$ cat src/rtl/axi_burst_read_master.sv
// AXI4 read master: takes one burst command at a time, issues a single INCR burst on AR,
// and buffers the R beats in a small FIFO exposed as a valid/ready stream with a last marker.
module axi_burst_read_master #(
  parameter int DATA_WIDTH    = 32,
  parameter int ADDRESS_WIDTH = 8,
  parameter int FIFO_DEPTH    = 4
) (
  input  logic                     aclk,
  input  logic                     areset,
  input  logic                     cmd_valid,
  output logic                     cmd_ready,
  input  logic [ADDRESS_WIDTH-1:0] cmd_addr,
  input  logic [7:0]               cmd_len,
  input  logic [2:0]               cmd_size,
  output logic [ADDRESS_WIDTH-1:0] araddr,
  output logic [7:0]               arlen,
  output logic [2:0]               arsize,
  output logic [1:0]               arburst,
  output logic                     arvalid,
  input  logic                     arready,
  input  logic [DATA_WIDTH-1:0]    rdata,
  input  logic [1:0]               rresp,
  input  logic                     rlast,
  input  logic                     rvalid,
  output logic                     rready,
  output logic [DATA_WIDTH-1:0]    out_data,
  output logic                     out_last,
  output logic                     out_valid,
  input  logic                     out_ready,
  output logic                     done,
  output logic                     err
);

  localparam int          PTR_W      = $clog2(FIFO_DEPTH);
  localparam logic [31:0] BEAT_BYTES = 32'(DATA_WIDTH / 8);

  localparam logic [1:0] S_IDLE = 2'd0;
  localparam logic [1:0] S_ADDR = 2'd1;
  localparam logic [1:0] S_DATA = 2'd2;

  logic [1:0]               r_state;
  logic [ADDRESS_WIDTH-1:0] r_araddr;
  logic [7:0]               r_arlen;
  logic [2:0]               r_arsize;
  logic [8:0]               r_cnt;
  logic                     r_err;
  logic                     r_done;

  logic [PTR_W:0]           r_wptr;
  logic [PTR_W:0]           r_rptr;
  logic [DATA_WIDTH-1:0]    r_mem_data [FIFO_DEPTH];
  logic                     r_mem_last [FIFO_DEPTH];

  logic w_size_ok;
  logic w_full;
  logic w_empty;
  logic w_push;
  logic w_pop;
  logic w_beat_last;
  logic w_unused;

  // Framing comes from the beat counter alone; the slave's rlast is deliberately not trusted.
  assign w_unused = rlast;

  assign w_size_ok   = (32'd1 << cmd_size) <= BEAT_BYTES;
  assign w_beat_last = (r_cnt == {1'b0, r_arlen});

  assign w_empty = (r_wptr == r_rptr);
  assign w_full  = (r_wptr[PTR_W] != r_rptr[PTR_W]) &&
                   (r_wptr[PTR_W-1:0] == r_rptr[PTR_W-1:0]);

  assign cmd_ready = (r_state == S_IDLE) && !areset;
  assign arvalid   = (r_state == S_ADDR);
  assign arburst   = 2'b01;
  assign araddr    = r_araddr;
  assign arlen     = r_arlen;
  assign arsize    = r_arsize;

  // rready looks only at state and occupancy, so a full FIFO stalls R even while it is popping.
  assign rready = (r_state == S_DATA) && !w_full;
  assign w_push = rvalid && rready;
  assign w_pop  = out_valid && out_ready;

  assign out_valid = !w_empty;
  assign out_data  = r_mem_data[r_rptr[PTR_W-1:0]];
  assign out_last  = !w_empty && r_mem_last[r_rptr[PTR_W-1:0]];
  assign done      = r_done;
  assign err       = r_err;

  // NOTE: sequential state uses non-blocking assignments so every register samples pre-edge values.
  always_ff @(posedge aclk) begin
    if (areset) begin
      r_state  <= S_IDLE;
      r_araddr <= '0;
      r_arlen  <= '0;
      r_arsize <= '0;
      r_cnt    <= '0;
      r_err    <= 1'b0;
      r_done   <= 1'b0;
    end else begin
      r_done <= 1'b0;
      case (r_state)
        S_IDLE: begin
          if (cmd_valid && cmd_ready) begin
            r_araddr <= cmd_addr;
            r_arlen  <= cmd_len;
            r_arsize <= cmd_size;
            r_cnt    <= '0;
            if (w_size_ok) begin
              r_err   <= 1'b0;
              r_state <= S_ADDR;
            end else begin
              // Oversized beats are refused locally: flag and finish without touching AR.
              r_err  <= 1'b1;
              r_done <= 1'b1;
            end
          end
        end
        S_ADDR: begin
          if (arready) r_state <= S_DATA;
        end
        S_DATA: begin
          if (w_push) begin
            r_cnt <= r_cnt + 9'd1;
            if (rresp != 2'b00) r_err <= 1'b1;
            if (w_beat_last) begin
              r_state <= S_IDLE;
              r_done  <= 1'b1;
            end
          end
        end
        default: r_state <= S_IDLE;
      endcase
    end
  end

  always_ff @(posedge aclk) begin
    if (areset) begin
      r_wptr <= '0;
      r_rptr <= '0;
    end else begin
      if (w_push) r_wptr <= r_wptr + (PTR_W + 1)'(1);
      if (w_pop)  r_rptr <= r_rptr + (PTR_W + 1)'(1);
    end
  end

  // NOTE: the storage array has no reset; the pointers alone define which entries are valid.
  always_ff @(posedge aclk) begin
    if (w_push) begin
      r_mem_data[r_wptr[PTR_W-1:0]] <= rdata;
      r_mem_last[r_wptr[PTR_W-1:0]] <= w_beat_last;
    end
  end

endmodule

$ cat config.mk
export PLATFORM = sky130hd
export DESIGN_NAME = axi_burst_read_master
export DESIGN_NICKNAME = d
export VERILOG_FILES = /design/src/rtl/axi_burst_read_master.sv
export SDC_FILE = /design/constraint.sdc
export NUM_CORES = 1
export LEC_CHECK = 0
export CAP_MARGIN = 20
export CORE_UTILIZATION = 40
export CTS_BUF_LIST = sky130_fd_sc_hd__clkbuf_16
export DETAILED_ROUTE_END_ITERATION = 10
export PLACE_DENSITY_LB_ADDON = 0.3
export REMOVE_ABC_BUFFERS = 1
export SLEW_MARGIN = 20
export SYNTH_ARGS = -nofsm -noshare
export SYNTH_HDL_FRONTEND = slang
export SYNTH_SLANG_ARGS = --single-unit
$ cat constraint.sdc
create_clock -name aclk -period 4.1 [get_ports aclk]
set_input_delay 0.82 -clock aclk [delete_from_list [all_inputs] [get_ports aclk]]
set_output_delay 0.82 -clock aclk [all_outputs]
set_load 0.01 [all_outputs]
Word-level counts from Yosys, hierarchy flattened
Memory sizes are Yosys's and may differ from the RTL's. A register that Yosys moved wholly into a read port is not among the register bits.
Cells that the tools add are included.
Widths: inputs -> output; s select.
- register bits after elaboration: 38
- RAM bits: 132
- input port bits: 60
- output and inout bits: 60
- word-level logic and storage cells: 69
- memories: 2
- add/subtract/negate cells: 3
- order comparisons: 1
- equality and inequality tests: 12
- shifts and indexed selects: 1
- muxes and demuxes: 24
- reductions and logical operators: 17
- memories (memory ; words ; bits a word ; read ports ; clocked after memory_dff ; write ports ; RTL line ; text):
    r_mem_data ; 4 ; 32 ; 1 ; 1 ; 1 ; 51 ; logic [DATA_WIDTH-1:0] r_mem_data [FIFO_DEPTH];
    r_mem_last ; 4 ; 1 ; 1 ; 1 ; 1 ; 52 ; logic r_mem_last [FIFO_DEPTH];
- operator list (operator ; number):
    $le 32x3->1 const B ; 1
    $shl 1x3->32 const A ; 1
    $mux 2 ; 9
    $mux 9 ; 2
    $pmux 9 s2 ; 1
    $add 9x1->9 const B ; 1
    $eq 9x8->1 ; 1
    $mux 1 ; 9
    $logic_and 1x1->1 ; 7
    $add 3x1->3 const B ; 2
    $ne 2x1->1 const B ; 3
    $ne 2x2->1 const B ; 3
    $pmux 2 s3 ; 1
    $reduce_and 5->1 ; 1
    $pmux 1 s2 ; 2
    $reduce_and 4->1 ; 1
    $reduce_bool 2->1 ; 2
    $eq 3x3->1 ; 1
    $logic_not 1->1 ; 3
    $reduce_and 3->1 ; 1
    $eq 2x1->1 const B ; 1
    $eq 2x2->1 ; 1
    $eq 2x2->1 const B ; 1
    $logic_not 2->1 ; 1
    other kinds (2) ; 2

Logic depth before layout (Yosys ltp)
Gate-level depths: netlist of run 1.
- word-level depth: 7
- depth in mapped cells: 6
- gate-level depth less buffers: 4

Worst setup path after synthesis of run 1
No wires, ideal clock.
- kind: input port to flip-flop
- start: input port rvalid
- end: register r_wptr[2]
- arrival: 2.903 ns
- setup slack: 0.996 ns
- stages: 5
- path through: and3b_1 o31ai_1 buf_4 nor2_1 o21ai_0
- word-level cells in the longest chain between the ends: 1
- RTL lines (item ; RTL line ; text):
    start: declaration ; 24 ; input logic rvalid,
    $logic_and 1x1->1 ; 81 ; assign w_push = rvalid && rready;
    end signal: assignment ; 142 ; if (w_push) r_wptr <= r_wptr + (PTR_W + 1)'(1);
    end: declaration ; 49 ; logic [PTR_W:0] r_wptr;
Every way passes these cells.
A chain may end at the register's enable or synchronous reset.

==> results of run 1 <==
[flip-flops by register name, indices dropped and copies added (netlist names), named ones only]
signal	count
r_mem_last	4
r_rptr	3
r_mem_data	128
done	1
err	1
r_cnt	9
r_state	2
arlen	8
r_wptr	3
araddr	8
arsize	3
[worst paths after layout]
path / to / start / depth (start not counted) / slack (ns)
worst min-delay path: arsize[0] / arsize[0] / 1 / 0.47
worst max-delay path: out_data[23] / register / 3 / 0.80
worst min register to register: arsize[0] / arsize[0] / 1 / 0.47
worst max register to register: r_mem_data[2][28] / r_wptr[1] / 4 / 1.56
[cells by family after synthesis]
logic type / after synthesis
DFF: 172
and+or+nand+nor: 57
muxes: 42
AOI/OAI and AO/OA: 41
buffers and inverters: 25
xor gates and xnor gates: 15
adders and majority gates: 6
other: 2
[final cells by class]
cell class	count	area, um2
Tap cell	216	270
Sequential cell	172	4770
Inverter	6	22.5
Clock buffer	17	425
Timing Repair Buffer	128	1260
Multi-Input combinational cell	163	1700
Fill cell	1314	7320
Clock inverter	14	170
[critical path: cells and delay by family (launching register included)]
family / cells / cell delay (ns)
mux: 1 / 0.54
buf+inv: 2 / 0.77
flops: 1 / 0.72
[cell usage after synthesis (all sizes together)]
library cell    n  area [um2]
and4            1        8.76
nor2b           1        6.26
nand4           2        12.5
nand3           4        20.0
a22oi           1        7.51
a21oi           8        40.0
a2111oi         1        27.5
o2111ai         1        8.76
inv             6        22.5
conb            2        7.51
ha              6        75.1
nand2b          3        18.8
a22o           19         166
a21bo           1        10.0
mux2            1        11.3
mux4           33         743
or3             8        50.1
nand2          12        47.6
o31ai           2        15.0
xor2           12         105
and3b           1        8.76
nor4            1        6.26
nor3b           1        7.51
a32oi           1        8.76
clkbuf          8        30.0
xnor2           3        26.3
o21a            1        7.51
or2b            1        7.51
o22ai           1        6.26
edfxtp        132        3960
or4             1        7.51
o21ai           1        5.00
buf            11        67.6
o31a            1        8.76
nor3            4        20.0
nor2           11        43.8
dfxtp          40         801
mux2i           8        80.1
o311ai          1        8.76
a211oi          2        15.0
and2            5        35.0
nand3b          1        7.51
[report_power, final]
| group | leakage [nW] | internal [mW] | switching [mW] |
|---|---|---|---|
| registers | 1.52 | 1.93 | 0.0429 |
| logic | 1.08 | 0.272 | 0.189 |
| clock network | 0.283 | 0.956 | 0.644 |
[through the flow]
step           cell area (um2)  cells  utilization [%]  power, mW  hold WS [ns]
3_5_place_dp              8020    685             50.3       2.47         0.457
6_report                  8620    716             54.1       4.03         0.473
4_1_cts                   8620    716             54.1       4.07         0.478
3_3_place_gp              8020    685             50.3       2.47         0.456
2_1_floorplan             6480    341                -       2.21         0.438
5_1_grt                   8620    716             54.1       4.16         0.495
[layer usage]
metal / global-route usage [%] / share of wire, % / vias up
li1: - / - / 1677
met1: 19.5 / 45 / 1785
met2: 26.1 / 47 / 127
met3: 5.49 / 6.7 / 17
met4: 4.72 / 1.2 / 0
met5: 0 / 0 / -
==> out/results.env, run 1 <==
FINALWEIGHTEDCONGESTION=0.797
HOLD_PATH.CLASS='register to register'
POWER.DENSITY_mW_PER_MM2=468
SYN-INSTANCE-COUNT=360
SYNTH-SIMPLE-AREA-SHARE_PCT=4.68
SETUP-TNS-FINAL_NS=0
TIMING.CRITICAL_PATH.ARRIVAL_NS=2.48
CLOCK_LATENCY_NS=0.42
BUFFER_PORTS.INSERTED=116
SYNTH.CELL_AREA_MM2=0.00658
PERIOD_SHARE_PCT=80.5
STD_CELL_ROWS=46
CTS_ROOT_CELL='clkbuf_16'
SYNTH_TOP_FAMILY_BY_AREA='multiplexers'
DIE_X_UM=130
DR_TOTAL_VIAS=3606
WORSTSETUPSTARTPOINTTYPE='register'
DIODES=0
LARGEST_NET_DEGREE_AT_THE_START_OF_GLOBAL_ROUTING=35
YOSYS.AREA_SHARE.ADDER_PCT=1.14
NUMBER_OF_GLOBAL_ROUTE_VIAS_BEFORE_REPAIR=3784
DPL_WORST_SLACK_NS=0.936
PLACE_HPWL_UM=8070
SYNTH_SEQ_CELLS=172
ENDPOINT_KIND='output pin'
DRT-PASS1-ITER-COUNT=4
REMAINING_DRC_ERRORS=0
SYNTH-XOR-AREA-SHARE_PCT=2.00
NUMBER_OF_SYNTHESIS_WARNINGS=0
DETAIL_ROUTE.ITER0.VIOLATIONS=180
SLEW_VIOL_FINAL=0
TIMING.FMAX_GHz=0.303
TIMING.MAX_CAP.VIOLATIONS=0
CTSRESIZECOUNT=0
WORSTPATHCELLLIST='buf_12 -> mux4_2 -> clkdlybuf4s50_1'
LAYOUT_COMMON_CELLS='edfxtp_1 (132), clkdlybuf4s50_1 (116), dfxtp_1 (38)'
FINAL-SETUP-VIOL-COUNT=0
WL_PER_CELL_UM=17.4
FINAL_CRITICAL_PATH_TIME_INCLUDING_I_O_DELAYS_AND_SETUP_NS=3.30
HOLD_VIOLATIONS=0
GROUTE.USAGE.OVERALL_PCT=15.8
CLKSLEWWORSTSETUPHOLDPATHS_NS=0.06
GRT_PASS1_WL_UM=19600
LAYOUT.CELLS.MOST_COMMON='edfxtp_1'
WORSTPATHMAXFANOUT=18
STATIC-LEAKAGE-POWER_nW=2.88
DETAIL-ROUTE-ANTENNA-NETS=0
LEAST_SETUP_SLACK_ACROSS_ALL_PATHS_AFTER_LAYOUT_NS=0.798
CTS_TREE='built'
PLACEABLECOREAREA_MM2=0.0159
LAYOUT-DRIVE-GT1-SHARE_PCT=17.2
HIGHEST_DELAY_CELL_ALONG_THE_CRITICAL_PATH='dfxtp_2'
SYNTHESIS.AREA_PER_INSTANCE_UM2=18.3
IO-PIN-COUNT=120
CTS_MAX_LEVEL=4
WORST-ENDPOINT-REQUIRED_NS=3.28
NNETSFINAL=554
YOSYSUNIQUECELLTYPES=48
NUMBER_OF_ANTENNA_VIOLATIONS_AT_THE_FIRST_CHECK_IN_GLOBAL_ROUTING=0
WORST_PATH_LARGEST_CELL_DELAY_NS=0.72
FLOORPLAN.DIE_AREA_MM2=0.0170
SYNTHMUXAREASHARE_PCT=12.7
OVERFLOW=0
CTS_MAX_PATH_BUFFERS=2
TIMING.SETUP.CRITICAL_PATH_CLASS='register to output pin'
DRT-TOTAL-WL_UM=12500
FLOORPLAN.INITIALDENSITY_PCT=41.2
RUN_STATUS='completed'
AREA_GROWTH_PCT=31.1
COMPOUND_GATE_PORTION_OF_THE_SYNTHESIZED_AREA_PCT=5.10
SYNTH.YOSYS.SEQ_AREA_SHARE_PCT=72.5
WORST_SKEW_NS=0.00528
CLOCK-SINKS=172
PEAKVDDDROP_mV=0.267
SETUP_REPAIR_AFTER_GLOBAL_ROUTING_MISSED_ITS_MARGIN='false'
MAX_SLEW.WORST_PIN.SLEW_NS=1.04
HEADROOM_TO_THE_MAX_SLEW_LIMIT_PCT=30.9
VIAS_PER_CELL=5.04
CHIPHEIGHT_UM=130
TOTAL_SETUP_BUFFERS_INSERTED_AFTER_CTS=0
CTS.HOLD.BUFFERS_ADDED=0
CTS_BUFFERS=17
Note: power is estimated with default switching activity, not from simulation.
==> run 2: changes to the inputs <==
- clock period: 4.1 -> 3.4 ns (I/O delays scaled with it)
==> out/results.env, run 2 (same netlist as run 1, synthesis figures left out) <==
RUN_STATUS='completed'
GRTUSAGEMET1_PCT=19.0
CTS_BUFFERS=17
DP.CELLS=685
LARGEST_NET_DEGREE_AT_THE_START_OF_GLOBAL_ROUTING=34
PLACED_CELL_AREA_MM2=0.00806
DIE_X_UM=130
FINAL-SETUP-VIOL-COUNT=0
FINAL-SEQ-AREA_MM2=0.00477
WL_PER_CELL_UM=17.4
SLEW_VIOL_FINAL=0
DRT-TOTAL-WL_UM=12400
TIMING.CRITICAL_PATH.ARRIVAL_NS=2.31
CTS_MAX_PATH_BUFFERS=2
STATIC-LEAKAGE-POWER_nW=2.89
POWER_FRAC_CLOCK_PCT=39.5
GROUTE.LAYER.MET3.USAGE_PCT=5.49
HOLD_VIOLATIONS=0
INTERNAL-POWER_mW=3.75
NUMBER_OF_GLOBAL_ROUTE_VIAS_BEFORE_REPAIR=3705
FILLERINSTANCES=1268
SETUP_REPAIR_AFTER_GLOBAL_ROUTING_MISSED_ITS_MARGIN='false'
PLACE_HPWL_UM=7840
PLACEABLECOREAREA_MM2=0.0159
LARGEST_REGISTER_FF_COUNT=128
FIN_TOTAL_PWR_mW=4.84
VIAS_PER_CELL=5.10
WORST_SKEW_NS=0.00702
POWER.DENSITY_mW_PER_MM2=560
CRITICAL_PATH.TOP_DELAY_FAMILY='buffers and inverters'
WORST-ENDPOINT-REQUIRED_NS=2.72
WORSTSETUPSTARTPOINTTYPE='register'
TIMING.MAX_CAP.VIOLATIONS=0
NNETSFINAL=554
DETAIL_ROUTE.ITER0.VIOLATIONS=195
BUFFER_PORTS.INSERTED=116
SETUP-TNS-FINAL_NS=0
WORST_PATH_LARGEST_CELL_DELAY_NS=0.58
GLOBALROUTEMET2UTIL_PCT=26.0
CLOCK_LATENCY_NS=0.42
CTS_MAX_LEVEL=4
CLOCK-SINKS=172
WORSTPATHMAXFANOUT=17
FLOORPLAN.INITIALDENSITY_PCT=41.2
GRT_PASS1_WL_UM=19300
GROUTE.USAGE.OVERALL_PCT=15.7
TIMING.SETUP.CRITICAL_PATH_CLASS='register to output pin'
WORSTPATHBUFFERINVERTERCOUNT=2
FINALWEIGHTEDCONGESTION=0.806
LAYOUT.CELLS.MOST_COMMON='edfxtp_1'
AREA_GROWTH_PCT=31.5
POWER.SEQUENTIAL.FRACTION_PCT=48.7
DIODES=0
CTS.HOLD.BUFFERS_ADDED=0
FINAL_CRITICAL_PATH_TIME_INCLUDING_I_O_DELAYS_AND_SETUP_NS=2.99
POSTLAYOUTCELLAREA_MM2=0.00865
WORSTPATHCELLLIST='buf_4 -> mux4_2 -> and2_1 -> clkdlybuf4s50_1'
CTSRESIZECOUNT=0
ENDPOINT_KIND='output pin'
OVERFLOW=0
DETAIL-ROUTE-ANTENNA-NETS=0
SW_FRAC_OF_TOTAL_PCT=22.6
HOLDWS_NS=0.480
COMB_POWER_SHARE_PCT=11.8
HOLD_PATH.CLASS='register to register'
CTS_ROOT_CELL='clkbuf_16'
CTS_TREE='built'
GR-MAX-USAGE-LAYER='met2'
LAYOUT_COMMON_CELLS='edfxtp_1 (132), clkdlybuf4s50_1 (116), dfxtp_1 (38)'
HIGHEST_DELAY_CELL_ALONG_THE_CRITICAL_PATH='mux4_2'
REMAINING_DRC_ERRORS=0
TIMING.FMAX_GHz=0.335
COMBINED_AREA_OF_THE_MULTI_INPUT_LOGIC_CELLS_MM2=0.00170
CLKSLEWWORSTSETUPHOLDPATHS_NS=0.07
PERIOD_SHARE_PCT=87.9
POWER.SWITCHING_mW=1.10
MAX_SLEW.WORST_PIN.SLEW_NS=0.721
TOTAL_SETUP_BUFFERS_INSERTED_AFTER_CTS=0
DRT-PASS1-ITER-COUNT=4
HEADROOM_TO_THE_MAX_SLEW_LIMIT_PCT=52.0
STD_CELL_ROWS=46
IO-PIN-COUNT=120
DR_TOTAL_VIAS=3654
FINAL-INSTANCE-COUNT-EXCL-FILL=717
FLOORPLAN.DIE_AREA_MM2=0.0170
PEAKVDDDROP_mV=0.337
LAYOUT-DRIVE-GT1-SHARE_PCT=17.2
CHIPHEIGHT_UM=130
NUMBER_OF_ANTENNA_VIOLATIONS_AT_THE_FIRST_CHECK_IN_GLOBAL_ROUTING=0
-- run 2: cell count changes in the layout (fill, tap and decap cells not counted) --
cell        change
buf_4           -3
clkinv_4        -1
clkinvlp_4      -1
buf_12          +3
inv_8           +2
inv_6           +2
bufinv_16       -1
inv_1           +1
clkinv_2        -1
-- run 2: worst reg2reg max path, stage by stage (launching register included) --
cell     delay (ns)
dfxtp_1        0.44
xor2_1         0.42
o31a_1         0.45
and2_2         0.34
buf_12         0.23
-- run 2: power groups by stage --
| stage | sequential, mW | combinational [mW] | clock, mW |
|---|---|---|---|
| 2_1_floorplan | 2.43 | 0.231 | 0 |
| 3_3_place_gp | 2.40 | 0.571 | 0 |
| 3_5_place_dp | 2.40 | 0.579 | 0 |
| 4_1_cts | 2.36 | 0.582 | 1.96 |
| 5_1_grt | 2.37 | 0.619 | 2.05 |
| 6_report | 2.36 | 0.572 | 1.91 |
-- run 2: cell type report --
| type | instances | area share [%] |
|---|---|---|
| clock buffer | 17 | 4.92 |
| clock inverter | 15 | 1.88 |
| inverter | 6 | 0.260 |
| multi-input combinational | 163 | 19.6 |
| sequential | 172 | 55.1 |
| tap | 216 | 3.12 |
| timing repair buffer | 128 | 15.0 |
-- run 2: routing by layer --
layer  up-vias  routed length (um)
li1       1678                   -
met1      1835                5400
met2       124                6060
met3        17                 827
met4         0                 154
met5         -                   0
-- run 2: worst paths after layout --
check	slack, ns	to	depth (start not counted)	startpoint
setup / recovery	0.41	out_last	4	register
hold / removal	0.48	r_cnt[8]	2	r_cnt[8]
setup reg to reg	1.19	r_mem_data[2][1]	4	r_wptr[0]
hold reg to reg	0.48	r_cnt[8]	2	r_cnt[8]
-- run 2: stage by stage --
| step | utilization [%] | worst slack, ns |
|---|---|---|
| 3_3_place_gp | 50.6 | 0.739 |
| 2_1_floorplan | - | 0.406 |
| 6_report | 54.2 | 0.413 |
| 5_1_grt | 54.2 | 0.286 |
| 3_5_place_dp | 50.6 | 0.726 |
| 4_1_cts | 54.2 | 0.352 |
